File: src/rtl/cpu_pkg.sv
// Shared definitions for the 8-bit pipelined core: memory-stage FSM states,
// writeback-select encodings and reset/vector address defaults.
package cpu_pkg;

  // Memory-stage controller states.
  typedef enum logic [2:0] {
    IDLE      = 3'd0,
    INT_FLAGS = 3'd1,
    INT_VEC   = 3'd2,
    VEC_WAIT  = 3'd3,
    RET_WAIT  = 3'd4
  } state_t;

  // MemToReg writeback select: 2'b01 takes data memory read data.
  localparam logic [1:0] MTR_LOAD = 2'b01;

  // Default stack pointer after reset and address of the ISR entry pointer.
  localparam logic [7:0] SP_RESET_DEF     = 8'hFF;
  localparam logic [7:0] INT_VEC_ADDR_DEF = 8'h01;

endpackage

File: src/rtl/stack_ptr.sv
// Stack pointer register with increment/decrement strobes. Arithmetic wraps
// modulo 256; simultaneous inc and dec leave the pointer unchanged.
module stack_ptr
  import cpu_pkg::*;
#(
  parameter logic [7:0] SP_RESET = SP_RESET_DEF
) (
  input  logic       clk,
  input  logic       rst,
  input  logic       inc,
  input  logic       dec,
  output logic [7:0] sp
);

  // Pointer update with synchronous active-low reset.
  // NOTE: state registers use non-blocking assignments so every flop samples
  // pre-edge values regardless of block evaluation order.
  always_ff @(posedge clk) begin
    if (!rst) begin
      sp <= SP_RESET;
    end else if (inc && !dec) begin
      sp <= sp + 8'd1;
    end else if (dec && !inc) begin
      sp <= sp - 8'd1;
    end
  end

endmodule

File: src/rtl/mem_stage_ctrl.sv
// Memory-stage controller: turns EX/MEM control fields into data memory
// accesses, sequences CALL pushes, RET pops and interrupt entry, owns the
// stack pointer and output port, and drives stall / pc_redirect upstream.
module mem_stage_ctrl
  import cpu_pkg::*;
#(
  parameter logic [7:0] SP_RESET     = SP_RESET_DEF,
  parameter logic [7:0] INT_VEC_ADDR = INT_VEC_ADDR_DEF
) (
  input  logic       clk,
  input  logic       rst,
  input  logic [7:0] pc_plus1,
  input  logic [7:0] ALU_res,
  input  logic [7:0] FW_value,
  input  logic       MemWrite,
  input  logic [1:0] MemToReg,
  input  logic       IO_Write,
  input  logic [7:0] IP,
  input  logic [3:0] flags,
  input  logic       isCall,
  input  logic       isNotRet,
  input  logic       int_signal,
  output logic [7:0] mem_addr,
  output logic [7:0] mem_wdata,
  output logic       mem_we,
  output logic       mem_re,
  input  logic [7:0] mem_rdata,
  output logic       stall,
  output logic       pc_redirect,
  output logic [7:0] pc_target,
  output logic [7:0] sp,
  output logic [7:0] io_out
);

  state_t state;
  state_t state_nxt;
  logic   sp_inc;
  logic   sp_dec;
  logic   io_we;

  stack_ptr #(
    .SP_RESET (SP_RESET)
  ) u_stack_ptr (
    .clk (clk),
    .rst (rst),
    .inc (sp_inc),
    .dec (sp_dec),
    .sp  (sp)
  );

  // An interrupt slot is a bubble, so its IO_Write is ignored.
  assign io_we = (state == IDLE) && IO_Write && !int_signal;

  // FSM state register.
  always_ff @(posedge clk) begin
    if (!rst) begin
      state <= IDLE;
    end else begin
      state <= state_nxt;
    end
  end

  // Output port register.
  always_ff @(posedge clk) begin
    if (!rst) begin
      io_out <= 8'h00;
    end else if (io_we) begin
      io_out <= FW_value;
    end
  end

  // Decode and sequencing: next state, memory strobes, stall and redirect.
  // NOTE: every output gets a default before the case so no path leaves a
  // signal unassigned, which would otherwise infer a latch.
  always_comb begin
    state_nxt   = state;
    mem_addr    = 8'h00;
    mem_wdata   = 8'h00;
    mem_we      = 1'b0;
    mem_re      = 1'b0;
    stall       = 1'b0;
    pc_redirect = 1'b0;
    pc_target   = 8'h00;
    sp_inc      = 1'b0;
    sp_dec      = 1'b0;

    case (state)
      IDLE: begin
        if (int_signal) begin
          mem_we    = 1'b1;
          mem_addr  = sp;
          mem_wdata = IP;
          sp_dec    = 1'b1;
          stall     = 1'b1;
          state_nxt = INT_FLAGS;
        end else if (isCall) begin
          mem_we    = 1'b1;
          mem_addr  = sp;
          mem_wdata = pc_plus1;
          sp_dec    = 1'b1;
        end else if (!isNotRet) begin
          mem_re    = 1'b1;
          mem_addr  = sp + 8'd1;
          sp_inc    = 1'b1;
          stall     = 1'b1;
          state_nxt = RET_WAIT;
        end else if (MemWrite) begin
          mem_we    = 1'b1;
          mem_addr  = ALU_res;
          mem_wdata = FW_value;
        end else if (MemToReg == MTR_LOAD) begin
          mem_re    = 1'b1;
          mem_addr  = ALU_res;
        end
      end
      INT_FLAGS: begin
        mem_we    = 1'b1;
        mem_addr  = sp;
        mem_wdata = {4'b0000, flags};
        sp_dec    = 1'b1;
        stall     = 1'b1;
        state_nxt = INT_VEC;
      end
      INT_VEC: begin
        mem_re    = 1'b1;
        mem_addr  = INT_VEC_ADDR;
        stall     = 1'b1;
        state_nxt = VEC_WAIT;
      end
      VEC_WAIT, RET_WAIT: begin
        pc_redirect = 1'b1;
        pc_target   = mem_rdata;
        state_nxt   = IDLE;
      end
      default: begin
        state_nxt = IDLE;
      end
    endcase

    // Reset aborts any sequence in flight: no access or redirect escapes
    // during the reset cycle.
    if (!rst) begin
      mem_addr    = 8'h00;
      mem_wdata   = 8'h00;
      mem_we      = 1'b0;
      mem_re      = 1'b0;
      stall       = 1'b0;
      pc_redirect = 1'b0;
      pc_target   = 8'h00;
      sp_inc      = 1'b0;
      sp_dec      = 1'b0;
    end
  end

endmodule

File: config.mk
export PLATFORM = sky130hd
export DESIGN_NAME = mem_stage_ctrl
export DESIGN_NICKNAME = d
export VERILOG_FILES = /design/src/rtl/cpu_pkg.sv /design/src/rtl/stack_ptr.sv /design/src/rtl/mem_stage_ctrl.sv
export SDC_FILE = /design/constraint.sdc
export NUM_CORES = 1
export LEC_CHECK = 0
export BUFFER_PORTS_ARGS = -buffer_cell sky130_fd_sc_hd__buf_2
export CORE_ASPECT_RATIO = 2
export CORE_UTILIZATION = 30
export CTS_CLUSTER_SIZE = 14
export DETAILED_ROUTE_END_ITERATION = 6
export GPL_ROUTABILITY_DRIVEN = 0
export PLACE_DENSITY = 0.65
export SLEW_MARGIN = 20
export SYNTH_ARGS = -nofsm -noshare
export SYNTH_HDL_FRONTEND = slang
export SYNTH_SLANG_ARGS = --single-unit
export TNS_END_PERCENT = 1
File: constraint.sdc
create_clock -name clk -period 3.65 [get_ports clk]
set_clock_uncertainty 0.15 [all_clocks]
set_input_delay 0.9125 -clock clk [delete_from_list [all_inputs] [get_ports clk]]
set_output_delay 0.9125 -clock clk [all_outputs]
set_load 0.05 [all_outputs]
# After elaboration in Yosys (flattened, before gate mapping)
# Cells that the tools add are included.
[totals]
reg_bits = 19
latch_bits = 0
ramBits = 0
rom_bits = 0
in_bits = 53
elab_cells = 72
n_memories = 0
[op_classes]
addsub = 2
n_mul = 0
div = 0
magnitude_cmp = 0
eq_ne = 7
shift = 0
mux = 48
bitwise = 0
n_reduce_logical = 12
[ops]
columns = ["op", "count"]
rows = [
  ["$mux 8", 15],
  ["$pmux 8 s3", 1],
  ["$mux 1", 23],
  ["$pmux 8 s2", 1],
  ["$mux 3", 3],
  ["$pmux 3 s3", 1],
  ["$add 8x1->8 const B", 1],
  ["$pmux 1 s2", 4],
  ["$sub 8x1->8 const B", 1],
  ["$eq 3x2->1 const B", 2],
  ["$ne 3x3->1 const B", 2],
  ["$logic_and 1x1->1", 4],
  ["$reduce_or 2->1", 2],
  ["$eq 3x1->1 const B", 1],
  ["$eq 3x3->1 const B", 1],
  ["$logic_not 1->1", 3],
  ["$logic_not 3->1", 1],
  ["$eq 2x1->1 const B", 1],
  ["$reduce_and 2->1", 1],
  ["$reduce_bool 2->1", 1],
]

# Logic depth before layout (Yosys ltp)
# Gate-level depths: netlist of the first run.
[depth]
depth_word = 9
mapped_depth = 10

# Cells and area by module
# Synthesis of the first run repeated with hierarchy kept, for this count alone.
[hier_totals]
hier_cells = 214
hier_area_um2 = 1617.8
[by_module_without_submodules]
columns = ["mod", "instances", "cells_each", "area_each_um2"]
rows = [
  ["mem_stage_ctrl", 1, 154, 1063.5],
  ["stack_ptr", 1, 60, 554.3],
]

# Worst setup path before layout of the first run
# Ideal clock, no wire load.
[synth_path]
kind = "input to output"
startpoint = "input rst"
endpoint = "output pc_target[0]"
t_arrival_ns = 2.689
required_ns = 2.588
path_slack_ns = -0.102
path_stages = 3
cell_sequence = "clkbuf_1 > a21boi_1 > and2_1"
[synth_between]
elab_chain_cells = 1
[synth_rtl]
columns = ["item", "line", "text"]
rows = [
  ["from (decl)", "mem_stage_ctrl.sv:11", "input logic rst,"],
  ["$mux 8", "mem_stage_ctrl.sv:142", "if (!rst) begin"],
  ["to (decl)", "mem_stage_ctrl.sv:30", "output logic [7:0] pc_target,"],
]
# No other way between the ends.

# Worst setup path in the final report of the first run
[layout_path]
startpoint = "input rst"
endpoint = "output mem_addr[7]"
[layout_between]
elab_chain_cells = 1
[layout_rtl]
columns = ["item", "line", "text"]
rows = [
  ["$mux 8", "mem_stage_ctrl.sv:142", ""],
  ["to (decl)", "mem_stage_ctrl.sv:23", "output logic [7:0] mem_addr,"],
]
# No other way between the ends.

==> Implementation_results.wiki, run 1 <==
{| class="wikitable"
! Metric !! Value
|-
| Status || completed
|-
| Routed vias || 1,913
|-
| Maximum clock insertion buffer count || 2
|-
| Global-route wire length before repair || 8.20 mm
|-
| Top layer in use || met4
|-
| Number of H-tree levels || 1
|-
| Final critical-path required period || 3.51 ns
|-
| Layout cells sized above 1 || 38.7%
|-
| Chip Width || 53.0 um
|-
| Reg-to-reg startpoint || state[0]
|-
| Multi-input combinational cell area || 1090 sq um
|-
| Filler instances || between 500 and 600
|-
| Resize count post-CTS || 0
|-
| Buffer type at the clock tree root || sky130_fd_sc_hd__clkbuf_8
|-
| Worst Hold Class || register to register
|-
| Final number of setup-violating endpoints || 0
|-
| Unrepaired setup endpoints after global routing || no
|-
| Net count of the mapped netlist || 263
|-
| Sw frac || a little under half
|-
| Max_cap viols || 0
|-
| Antenna diode count || 0
|-
| Total internal power || 0.414 mW
|-
| Synth Area per Inst || between 7 and 8 sq um
|-
| Count of boundary I/O pins || 97
|-
| Maximum number of pins on one net before global-route repair || 22
|-
| Gate count after technology mapping || 207
|-
| Total CTS buffers || 3
|-
| All-Layer GR Usage || 19.3%
|-
| Worst min-delay path endpoint || io_out[1]
|-
| Area after detailed placement || 2120 sq um
|-
| Port Buffers || 96
|-
| Worst Max-Slew Pin Slew || 0.575 ns
|-
| Leakage dissipation || 1.07 nW
|-
| Total detailed-routing wirelength || between 5 and 6 mm
|-
| Post-CTS Hold Buffers || 0
|-
| Area growth syn-to-layout || 38.7%
|-
| Via count of the first global-routing pass || 1,783
|-
| Worst endpoint data arrival time || ~2.5 ns
|-
| Gr ovfl total || 0
|-
| Element type at the critical path start || input pin
|-
| Initial DRT Pass Iterations || 4
|-
| Rel. slew slack || 61.6%
|-
| Worst-path maximum fanout || 5
|-
| YS warnings || 0
|-
| Post-Syn Area || ~1600 sq um
|-
| Antenna violations before repair || 0
|-
| Register area share after synthesis || approximately 24%
|-
| Final routed wire length divided by cell count || 15.0 um
|-
| Footprint of the flip-flops and latches || 380 sq um
|-
| Max rail drop VDD || 0.197 mV
|-
| Post-Route Setup TNS || 0 ns
|-
| Fraction of power consumed by combinational cells || 48.3%
|-
| Destination of the worst register-to-register timing path || u_stack_ptr.sp[7]
|-
| Residual DRC || 0
|-
| Distinct cells, synth || 54
|-
| Initial Utilization || 31.5%
|-
| WHS || 0.371 ns
|-
| Vias per std cell || around 5.4
|-
| Total met2 wirelength after detailed routing || between 3 and 4 mm
|-
| Max-slew violation count || 0
|-
| Source of the worst hold timing path || io_out[1]
|-
| Required @ worst endpoint || between 2 and 3 ns
|-
| Crit share post-route || 96.2%
|-
| Worst Hold Depth || 2
|-
| Max Clock Freq || ~0.28 GHz
|-
| Die extent in y || 104 um
|-
| Share of async-settable or async-resettable flops after synthesis || 0%
|-
| Worst setup path category || input pin to output pin
|-
| Total routed wire length on the met1 layer || between 2 and 2.5 mm
|-
| Flip-flop cell with the highest count after synthesis || sky130_fd_sc_hd__dfxtp_1
|-
| Number of hold violations in the final report || 0
|-
| Total power per unit cell area || between 300 and 400 nW/um^2
|-
| Post CTS Setup Buffer Count || 0
|-
| NumNets Final || roughly 360
|-
| Clock latency on the worst-skew pair || between 0.2 and 0.3 ns
|-
| Placement Rows || 36
|-
| Flip-flop and latch count after synthesis || 19
|-
| Die ar. || 5520 sq um
|-
| TritonCTS clock tree || done
|-
| Core region area || 4950 sq um
|-
| Register-to-register setup slack || 0.71 ns
|-
| Length in cells of the worst reg-to-reg path || 9
|-
| Half-perimeter wire length after placement || 4.25 mm
|-
| Switch Pwr || 0.342 mW
|-
| Portion of total power attributed to the clock network || approximately a fifth
|-
| Routed wire length on met3 || roughly 270 um
|-
| Initial detailed-routing violation count || about 100
|-
| Non-Filler Cell Area, Final || 2170 sq um
|-
| Util after Layout || 43.7%
|-
| Reg clk slew, reported paths || 0.08 ns
|-
| Sequential share of power || about a third
|-
| Number of flops mapped to enable cells by yosys || 0
|-
| Number of clock sinks seen by CTS || 19
|-
| Post-DRT Antenna Nets || 0
|-
| Worst setup EP type || output pin
|}
[logic make-up after synthesis]
kind of cell             Yosys count  synth area share [%]
AND/OR/NAND/NOR                   94                  32.6
AO/OA/AOI/OAI                     52                  24.8
buffers and inverters             24                  6.40
flip-flops                        19                  24.3
multiplexers                      11                  7.21
XOR/XNOR                           4                  2.24
adder cells (fa/ha/maj)            3                  2.40
[sequential cells by signal, indices dropped and copies added (netlist names)]
name            flops
u_stack_ptr.sp      8
state               3
io_out              8
[synth_stat cells (2+ instances only)]
cell type / n / share of area [%]
sky130_fd_sc_hd__xor2_1: 2 / 1.1
sky130_fd_sc_hd__clkbuf_1: 13 / 3.1
sky130_fd_sc_hd__nand3b_1: 3 / 1.4
sky130_fd_sc_hd__nor3_1: 7 / 2.2
sky130_fd_sc_hd__a22oi_1: 3 / 1.4
sky130_fd_sc_hd__a211oi_1: 5 / 2.4
sky130_fd_sc_hd__o211ai_1: 2 / 0.96
sky130_fd_sc_hd__mux2_1: 2 / 1.4
sky130_fd_sc_hd__nand3_1: 8 / 2.6
sky130_fd_sc_hd__a21oi_1: 5 / 1.6
sky130_fd_sc_hd__o21ai_1: 5 / 1.6
sky130_fd_sc_hd__nand2b_1: 4 / 1.6
sky130_fd_sc_hd__o21ai_0: 5 / 1.6
sky130_fd_sc_hd__or3_1: 3 / 1.2
sky130_fd_sc_hd__and3_1: 2 / 0.80
sky130_fd_sc_hd__ha_1: 3 / 2.4
sky130_fd_sc_hd__xnor2_1: 2 / 1.1
sky130_fd_sc_hd__inv_1: 7 / 1.7
sky130_fd_sc_hd__dfxtp_1: 19 / 24
sky130_fd_sc_hd__a22o_1: 2 / 1.1
sky130_fd_sc_hd__a21boi_1: 3 / 1.4
sky130_fd_sc_hd__a222oi_1: 8 / 5.1
sky130_fd_sc_hd__mux2i_1: 9 / 5.8
sky130_fd_sc_hd__and2_1: 8 / 3.2
sky130_fd_sc_hd__o2bb2ai_1: 3 / 1.7
sky130_fd_sc_hd__nor2_1: 21 / 5.0
sky130_fd_sc_hd__nand4_1: 2 / 0.80
sky130_fd_sc_hd__nor2b_1: 12 / 4.8
sky130_fd_sc_hd__nand2_1: 14 / 3.4
[routing by layer]
metal | vias to the layer above | track usage, %
met2 | 70 | 38.3
li1 | 953 | -
met5 | - | 0
met3 | 2 | 1.90
met4 | 0 | 5.08
met1 | 888 | 19.4
[power by group through the flow]
stage,registers (mW),logic (mW),clock network [mW]
after floorplan,0.267,0.240,0
after global placement,0.247,0.362,0
after detailed placement,0.246,0.365,0
after CTS,0.241,0.366,0.155
after global routing,0.245,0.392,0.166
final,0.242,0.365,0.149
[cells in the final DEF, fill, tap and decap left out, types with 2 or more instances in the layout]
master	count
sky130_fd_sc_hd__nor3_1	7
sky130_fd_sc_hd__a22o_1	2
sky130_fd_sc_hd__buf_4	9
sky130_fd_sc_hd__mux2i_1	9
sky130_fd_sc_hd__inv_1	7
sky130_fd_sc_hd__a211oi_1	5
sky130_fd_sc_hd__mux2_1	2
sky130_fd_sc_hd__a222oi_1	8
sky130_fd_sc_hd__xnor2_1	2
sky130_fd_sc_hd__o21ai_1	5
sky130_fd_sc_hd__nand2_1	14
sky130_fd_sc_hd__and3_1	2
sky130_fd_sc_hd__nand3b_1	3
sky130_fd_sc_hd__ha_1	3
sky130_fd_sc_hd__a21boi_1	2
sky130_fd_sc_hd__a21oi_1	5
sky130_fd_sc_hd__xor2_1	2
sky130_fd_sc_hd__o2bb2ai_1	3
sky130_fd_sc_hd__buf_2	96
sky130_fd_sc_hd__nand2b_1	4
sky130_fd_sc_hd__nand4_1	2
sky130_fd_sc_hd__nor2b_1	12
sky130_fd_sc_hd__nor2_1	21
sky130_fd_sc_hd__and2_1	8
sky130_fd_sc_hd__clkbuf_8	3
sky130_fd_sc_hd__o21ai_0	5
sky130_fd_sc_hd__or3_1	3
sky130_fd_sc_hd__nand3_1	8
sky130_fd_sc_hd__dfxtp_1	19
sky130_fd_sc_hd__o211ai_1	2
sky130_fd_sc_hd__a22oi_1	3
[worst max-delay path by stage]
stage          slack (ns)            to  startpoint
2_1_floorplan       -0.02  mem_wdata[0]    MemWrite
3_3_place_gp         0.19   mem_addr[7]         rst
3_5_place_dp         0.16   mem_addr[7]         rst
4_1_cts              0.14   mem_addr[7]         rst
5_1_grt              0.06   mem_addr[7]         rst
6_report             0.14   mem_addr[7]         rst
[critical path: stages]
cell                        delay [ns]
sky130_fd_sc_hd__buf_2            0.08
sky130_fd_sc_hd__or4b_1           0.46
sky130_fd_sc_hd__nand3b_1         0.29
sky130_fd_sc_hd__inv_2            0.13
sky130_fd_sc_hd__a21boi_1         0.07
sky130_fd_sc_hd__o2bb2ai_1        0.20
sky130_fd_sc_hd__buf_2            0.30
[per-stage QoR]
| step | setup slack, ns | std cells | power (mW) |
|---|---|---|---|
| finish | 0.140 | 357 | 0.757 |
| global route | 0.0613 | 357 | 0.803 |
| CTS | 0.144 | 357 | 0.763 |
| detailed placement | 0.157 | 353 | 0.611 |
| global placement | 0.186 | 353 | 0.608 |
| floorplan | -0.0246 | 207 | 0.507 |
[cell type report]
class / count / area share, %
tap: 57 / 3.29
multi-input combinational: 164 / 50.3
timing repair buffer: 105 / 25.3
clock inverter: 1 / 0.231
sequential: 19 / 17.6
inverter: 8 / 1.39
clock buffer: 3 / 1.91
No activity file was read; power rests on OpenSTA's default activity.
==> run 2: changes to the inputs <==
--- a/config.mk
+++ b/config.mk
@@ -5,7 +5,7 @@
 export SDC_FILE = /design/constraint.sdc
 export NUM_CORES = 1
 export LEC_CHECK = 0
-export BUFFER_PORTS_ARGS = -buffer_cell sky130_fd_sc_hd__buf_2
+export BUFFER_PORTS_ARGS = -buffer_cell sky130_fd_sc_hd__buf_4
 export CORE_ASPECT_RATIO = 2
 export CORE_UTILIZATION = 30
 export CTS_CLUSTER_SIZE = 14
==> run 2 against run 1 <==
Against the previous run: sequential share of layout area fell by 1.9 points; final cell count rose by 1.1%; total power rose by 5.9%; flip-flop and latch count did not move; design area rose by 12%; non-clock buffer count rose by 4; global-route usage rose by 1.2 points; first-iteration DRC count fell by 34%; utilization rose by 5.4 points; largest power group unchanged.
==> Implementation_results.wiki, run 2 (synthesis results as in run 1) <==
{| class="wikitable"
! Metric !! Value
|-
| Status || completed
|-
| Initial detailed-routing violation count || 67 (-34%)
|-
| Sw frac || 43.4% (-1.8 points)
|-
| Commonest cells after routing, fill and taps aside || sky130_fd_sc_hd__buf_4 (109), sky130_fd_sc_hd__nor2_1 (21), sky130_fd_sc_hd__dfxtp_1 (19)
|-
| Max Clock Freq || 0.290 GHz (+1.9%)
|-
| TritonCTS clock tree || done
|-
| Crit share post-route || 94.3% (-1.8 points)
|-
| Count of boundary I/O pins || 97 (unchanged)
|-
| Routed vias || 1,949 (+1.9%)
|-
| Worst endpoint data arrival time || 2.38 ns (-0.07 ns)
|-
| Number of H-tree levels || 1 (unchanged)
|-
| Port Buffers || 96 (unchanged)
|-
| Total internal power || 0.454 mW (+9.5%)
|-
| Die ar. || 5520 sq um (unchanged)
|-
| Die extent in y || 104 um (unchanged)
|-
| Post CTS Setup Buffer Count || 0 (unchanged)
|-
| Final number of setup-violating endpoints || 0 (unchanged)
|-
| Unrepaired setup endpoints after global routing || no
|-
| Antenna diode count || 0 (unchanged)
|-
| Initial DRT Pass Iterations || 5 (+1)
|-
| Worst Hold Class || register to register
|-
| Most frequent cell on the critical path || sky130_fd_sc_hd__buf_4
|-
| Area growth syn-to-layout || 55.6%
|-
| Initial Utilization || 31.5% (unchanged)
|-
| Residual DRC || 0 (unchanged)
|-
| Half-perimeter wire length after placement || 4.50 mm (+6.0%)
|-
| Reg clk slew, reported paths || 0.08 ns (about the same)
|-
| Element type at the critical path start || input pin
|-
| Layout cells sized above 1 || 39.1% (+0.48 points)
|-
| Via count of the first global-routing pass || 1,803 (+1.1%)
|-
| Leakage dissipation || 1.16 nW (+7.7%)
|-
| Sequential share of power || 29.4% (-2.6 points)
|-
| Maximum clock insertion buffer count || 2 (unchanged)
|-
| Buffering stage count on the worst path with inverters included || 2 (-1)
|-
| Kind of cell with the highest combined delay on the critical path || simple AND/OR/NAND/NOR gates
|-
| Max_cap viols || 0 (unchanged)
|-
| Global-route wire length before repair || 8.51 mm (+3.8%)
|-
| Buffer type at the clock tree root || sky130_fd_sc_hd__clkbuf_8
|-
| Max rail drop VDD || 0.313 mV (+59%)
|-
| Gr ovfl total || 0 (unchanged)
|-
| Cells traversed along the worst timing path || buf_4 > or4b_1 > nand3b_1 > o21ai_1 > o2bb2ai_1 > buf_4
|-
| Worst path max stage delay || 0.46 ns (about the same)
|-
| WHS || 0.377 ns (+0.00511 ns)
|-
| Post-CTS Hold Buffers || 0 (unchanged)
|-
| Post-Route Setup TNS || 0 ns (unchanged)
|-
| Commonest non-fill, non-tap cell in the layout || sky130_fd_sc_hd__buf_4
|-
| Max-slew violation count || 0 (unchanged)
|-
| Number of clock sinks seen by CTS || 19 (unchanged)
|-
| Maximum number of pins on one net before global-route repair || 16 (-27%)
|-
| Core region area || 4950 sq um (unchanged)
|-
| Register-to-register setup slack || 0.74 ns (+0.03 ns)
|-
| Filler instances || 519 (-6.5%)
|-
| Final routed wire length divided by cell count || 15.5 um (+3.2%)
|-
| Total power per unit cell area || 330 nW/um^2 (-5.6%)
|-
| Post-DRT Antenna Nets || 0 (unchanged)
|-
| Worst Max-Slew Pin Slew || 0.555 ns (-0.0202 ns)
|-
| Antenna violations before repair || 0 (unchanged)
|-
| Total CTS buffers || 3 (unchanged)
|-
| NumNets Final || 361 (+1.1%)
|-
| Worst setup EP type || output pin
|-
| Worst setup path category || input pin to output pin
|-
| Final critical-path required period || 3.44 ns (-0.0671 ns)
|-
| All-Layer GR Usage || 20.5% (+1.2 points)
|-
| Clock latency on the worst-skew pair || 0.26 ns (about the same)
|-
| Total detailed-routing wirelength || 5.58 mm (+4.4%)
|-
| Rel. slew slack || 62.9% (+1.3 points)
|-
| Largest registers in the final layout || io_out x8, u_stack_ptr.sp x8, state x3
|-
| Placement Rows || 36 (unchanged)
|-
| Portion of total power attributed to the clock network || 18.9% (-0.8 points)
|-
| Chip Width || 53.0 um (unchanged)
|-
| Resize count post-CTS || 0 (unchanged)
|-
| Number of hold violations in the final report || 0 (unchanged)
|-
| Worst-path maximum fanout || 11 (+6)
|-
| Vias per std cell || 5.40 (+0.75%)
|-
| Slowest cell on crit path || sky130_fd_sc_hd__or4b_1
|-
| Fraction of power consumed by combinational cells || 51.7% (+3.4 points)
|-
| Required @ worst endpoint || 2.59 ns (about the same)
|-
| Switch Pwr || 0.348 mW (+1.6%)
|}
run 2: cell count changes in the layout (fill, tap and decap cells not counted), sizes merged:
cell / previous run / this run
buf: 105 / 109
run 2: power by group through the flow:
| stage | logic, mW | registers [mW] | clock network [mW] |
|---|---|---|---|
| finish | 0.414 | 0.236 | 0.151 |
| global route | 0.442 | 0.237 | 0.161 |
| CTS | 0.416 | 0.235 | 0.155 |
| detailed placement | 0.415 | 0.240 | 0 |
| global placement | 0.414 | 0.240 | 0 |
| floorplan | 0.240 | 0.267 | 0 |
run 2: routing by layer:
layer  up-vias  GRT usage [%]  wire length (um)
met5         -              0                 0
met4         0           11.1               170
met3        12           2.34               336
met2        85           37.8              3110
met1       895           20.6              1960
li1        957              -                 -
run 2: layout make-up:
| class | instances | area (sq um) | area share, % |
|---|---|---|---|
| Clock buffer | 3 | 41.3 | 1.70 |
| Sequential cell | 19 | 380 | 15.6 |
| Timing Repair Buffer | 109 | 818 | 33.6 |
| Inverter | 8 | 30.0 | 1.23 |
| Multi-Input combinational cell | 164 | 1090 | 44.7 |
| Tap cell | 57 | 71.3 | 2.93 |
| Clock inverter | 1 | 5.00 | 0.206 |
run 2: worst reg2reg max path: cells and delay by family (launching register included):
kind	cells	cell delay, ns
adder cells (fa/ha/maj)	1	0.25
AO/OA/AOI/OAI	1	0.10
buffers and inverters	2	0.30
flip-flops	1	0.44
multiplexers	1	0.33
AND/OR/NAND/NOR	4	1.24
run 2: final timing paths:
check | from | to | depth (start not counted)
worst max register to register | state[0] | u_stack_ptr.sp[7] | 9
worst min-delay path | io_out[3] | io_out[3] | 2
worst max-delay path | rst | mem_addr[3] | 6
worst min register to register | io_out[3] | io_out[3] | 2
run 2: per-stage QoR:
step	util (%)	total power, mW	setup slack (ns)	instances	area, sq um
CTS	49.1	0.806	0.200	361	2430
global route	49.1	0.840	0.0700	361	2430
detailed placement	48.2	0.655	0.208	357	2390
finish	49.1	0.802	0.207	361	2430
global placement	48.2	0.653	0.211	357	2390
floorplan	-	0.507	-0.0246	207	1570
==> run 3: changes to the inputs <==
==> constraint.sdc (replaced) <==
create_clock -name clk -period 3.65 [get_ports clk]
set_clock_uncertainty 0.15 [all_clocks]
set_input_delay 0.73 -clock clk [delete_from_list [all_inputs] [get_ports clk]]
set_output_delay 0.73 -clock clk [all_outputs]
set_load 0.05 [all_outputs]
==> run 3 against run 2 <==
Against the previous run: register-to-register slack improved by 0.09 ns; sequential share of layout area up 0.28 points; first-iteration DRC count is 21% lower; combinational power is 2% lower; critical endpoint is now mem_addr[4]; largest power group unchanged.
==> Implementation_results.wiki, run 3 (synthesis results as in run 1) <==
{| class="wikitable"
! Metric !! Value
|-
| Total routed wire length on the met1 layer || 2.06 mm (+5.1%)
|-
| Port Buffers || 96 (unchanged)
|-
| Crit share post-route || 87.2% (-7.1 points)
|-
| Final number of setup-violating endpoints || 0 (unchanged)
|-
| Number of hold violations in the final report || 0 (unchanged)
|-
| Gr ovfl total || 0 (unchanged)
|-
| Element type at the critical path start || input pin
|-
| Total power per unit cell area || 330 nW/um^2 (+0.17%)
|-
| Routed wire length on met3 || 408 um (+21%)
|-
| Worst setup EP type || output pin
|-
| Global-route wire length before repair || 8.29 mm (-2.5%)
|-
| Register-to-register setup slack || 0.83 ns (+0.09 ns)
|-
| Max rail drop VDD || 0.179 mV (-43%)
|-
| Reg clk slew, reported paths || 0.07 ns (about the same)
|-
| Buffer type at the clock tree root || sky130_fd_sc_hd__clkbuf_8
|-
| Final critical-path required period || 3.18 ns (-0.259 ns)
|-
| Post CTS Setup Buffer Count || 0 (unchanged)
|-
| Max Clock Freq || 0.314 GHz (+8.1%)
|-
| Cells traversed along the worst timing path || buf_4 > or4b_1 > nand3b_1 > buf_4 > o21ai_1 > o2bb2ai_1 > buf_4
|-
| Commonest non-fill, non-tap cell in the layout || sky130_fd_sc_hd__buf_4
|-
| Placement Rows || 36 (unchanged)
|-
| Initial detailed-routing violation count || 53 (-21%)
|-
| Clock latency on the worst-skew pair || 0.25 ns (about the same)
|-
| Total detailed-routing wirelength || 5.49 mm (-1.5%)
|-
| Unrepaired setup endpoints after global routing || no
|-
| WHS || 0.376 ns (-0.000471 ns)
|-
| Half-perimeter wire length after placement || 4.40 mm (-2.2%)
|-
| Number of clock sinks seen by CTS || 19 (unchanged)
|-
| Required @ worst endpoint || 2.77 ns (+0.18 ns)
|-
| Post-DRT Antenna Nets || 0 (unchanged)
|-
| Core region area || 4950 sq um (unchanged)
|-
| Leakage dissipation || 1.13 nW (-2.4%)
|-
| Worst setup path category || input pin to output pin
|-
| Count of boundary I/O pins || 97 (unchanged)
|-
| Worst endpoint data arrival time || 2.30 ns (-0.08 ns)
|-
| Slowest cell on crit path || sky130_fd_sc_hd__or4b_1
|-
| Max-slew violation count || 0 (unchanged)
|-
| Maximum number of pins on one net before global-route repair || 21 (+5)
|-
| Critical path endpoint || mem_addr[4]
|-
| Worst path max stage delay || 0.54 ns (+0.08 ns)
|-
| Residual DRC || 0 (unchanged)
|-
| Resize count post-CTS || 0 (unchanged)
|-
| NumNets Final || 356 (-1.4%)
|-
| Final routed wire length divided by cell count || 15.4 um (-0.16%)
|-
| Post-CTS Hold Buffers || 0 (unchanged)
|-
| Largest registers in the final layout || io_out x8, u_stack_ptr.sp x8, state x3
|-
| Initial Utilization || 31.5% (unchanged)
|-
| Status || completed
|-
| Via count of the first global-routing pass || 1,776 (-1.5%)
|-
| Layout cells sized above 1 || 37.5% (-1.7 points)
|-
| Antenna diode count || 0 (unchanged)
|-
| Number of placed instances, taps included || 352 (-1.4%)
|-
| Number of H-tree levels || 1 (unchanged)
|-
| Initial DRT Pass Iterations || 5 (unchanged)
|-
| Reg-to-reg startpoint || state[0]
|-
| Die extent in y || 104 um (unchanged)
|-
| Area growth syn-to-layout || 52.9%
|-
| TritonCTS clock tree || done
|-
| Destination of the worst register-to-register timing path || u_stack_ptr.sp[7]
|-
| Commonest cells after routing, fill and taps aside || sky130_fd_sc_hd__buf_4 (104), sky130_fd_sc_hd__nor2_1 (21), sky130_fd_sc_hd__dfxtp_1 (19)
|-
| Length in cells of the worst reg-to-reg path || 8 (-1)
|-
| Antenna violations before repair || 0 (unchanged)
|-
| Post-Route Setup TNS || 0 ns (unchanged)
|-
| Die ar. || 5520 sq um (unchanged)
|-
| First element of the critical path || rst
|-
| Total met2 wirelength after detailed routing || 2.91 mm (-6.5%)
|-
| Top layer in use || met4
|-
| All-Layer GR Usage || 19.7% (-0.75 points)
|-
| Rel. slew slack || 60.9% (-2.0 points)
|-
| Layout Cells excl Fill || 356 (-1.4%)
|-
| Max_cap viols || 0 (unchanged)
|-
| Maximum clock insertion buffer count || 2 (unchanged)
|-
| Total CTS buffers || 3 (unchanged)
|-
| Worst-path maximum fanout || 5 (-6)
|-
| Most frequent cell on the critical path || sky130_fd_sc_hd__buf_4
|-
| Worst Max-Slew Pin Slew || 0.585 ns (+0.0298 ns)
|-
| Vias per std cell || 5.28 (-2.3%)
|-
| Routed vias || 1,878 (-3.6%)
|-
| Chip Width || 53.0 um (unchanged)
|-
| Worst Hold Class || register to register
|}
[run 3: power by group]
| group | total, mW | switching, mW | internal (mW) |
|---|---|---|---|
| registers | 0.237 | 0.0174 | 0.220 |
| clock network | 0.146 | 0.0682 | 0.0775 |
| logic | 0.406 | 0.253 | 0.153 |
[run 3: worst min-delay path by stage]
stage                     slack [ns]   endpoint      start  depth (start not counted)
after CTS                       0.38  io_out[7]  io_out[7]                          2
after global routing            0.40  io_out[0]  io_out[0]                          2
after detailed placement        0.36  io_out[7]  io_out[7]                          2
final                           0.38  io_out[2]  io_out[2]                          2
after global placement          0.35  io_out[7]  io_out[7]                          2
after floorplan                 0.47   state[1]   state[2]                          2
[run 3: area by class of cell]
cell class              count  area, sq um
well taps                  57         71.3
inverters                   8         30.0
flip-flops and latches     19          380
multi-input cells         164         1080
fillers                   510         2560
clock buffers               4         45.0
repair buffers            104          781
[run 3: per-stage QoR]
stage	setup WS (ns)	cell area [sq um]	util [%]	total power [mW]
floorplan	0.263	1560	-	0.507
global placement	0.424	2340	47.3	0.647
detailed placement	0.376	2340	47.3	0.648
CTS	0.436	2390	48.2	0.796
global route	0.348	2390	48.2	0.832
finish	0.465	2390	48.2	0.789
[run 3: worst max-delay path, delay by kind of cell]
kind | cells | cell delay [ns]
buf+inv | 3 | 0.48
simple gates | 2 | 0.79
compound gates | 2 | 0.30
[run 3: routing by layer]
layer / global-route usage [%] / vias up
met1: 20.4 / 841
met2: 36.8 / 82
met4: 7.52 / 0
li1: - / 946
met3: 3.07 / 9
met5: 0 / -
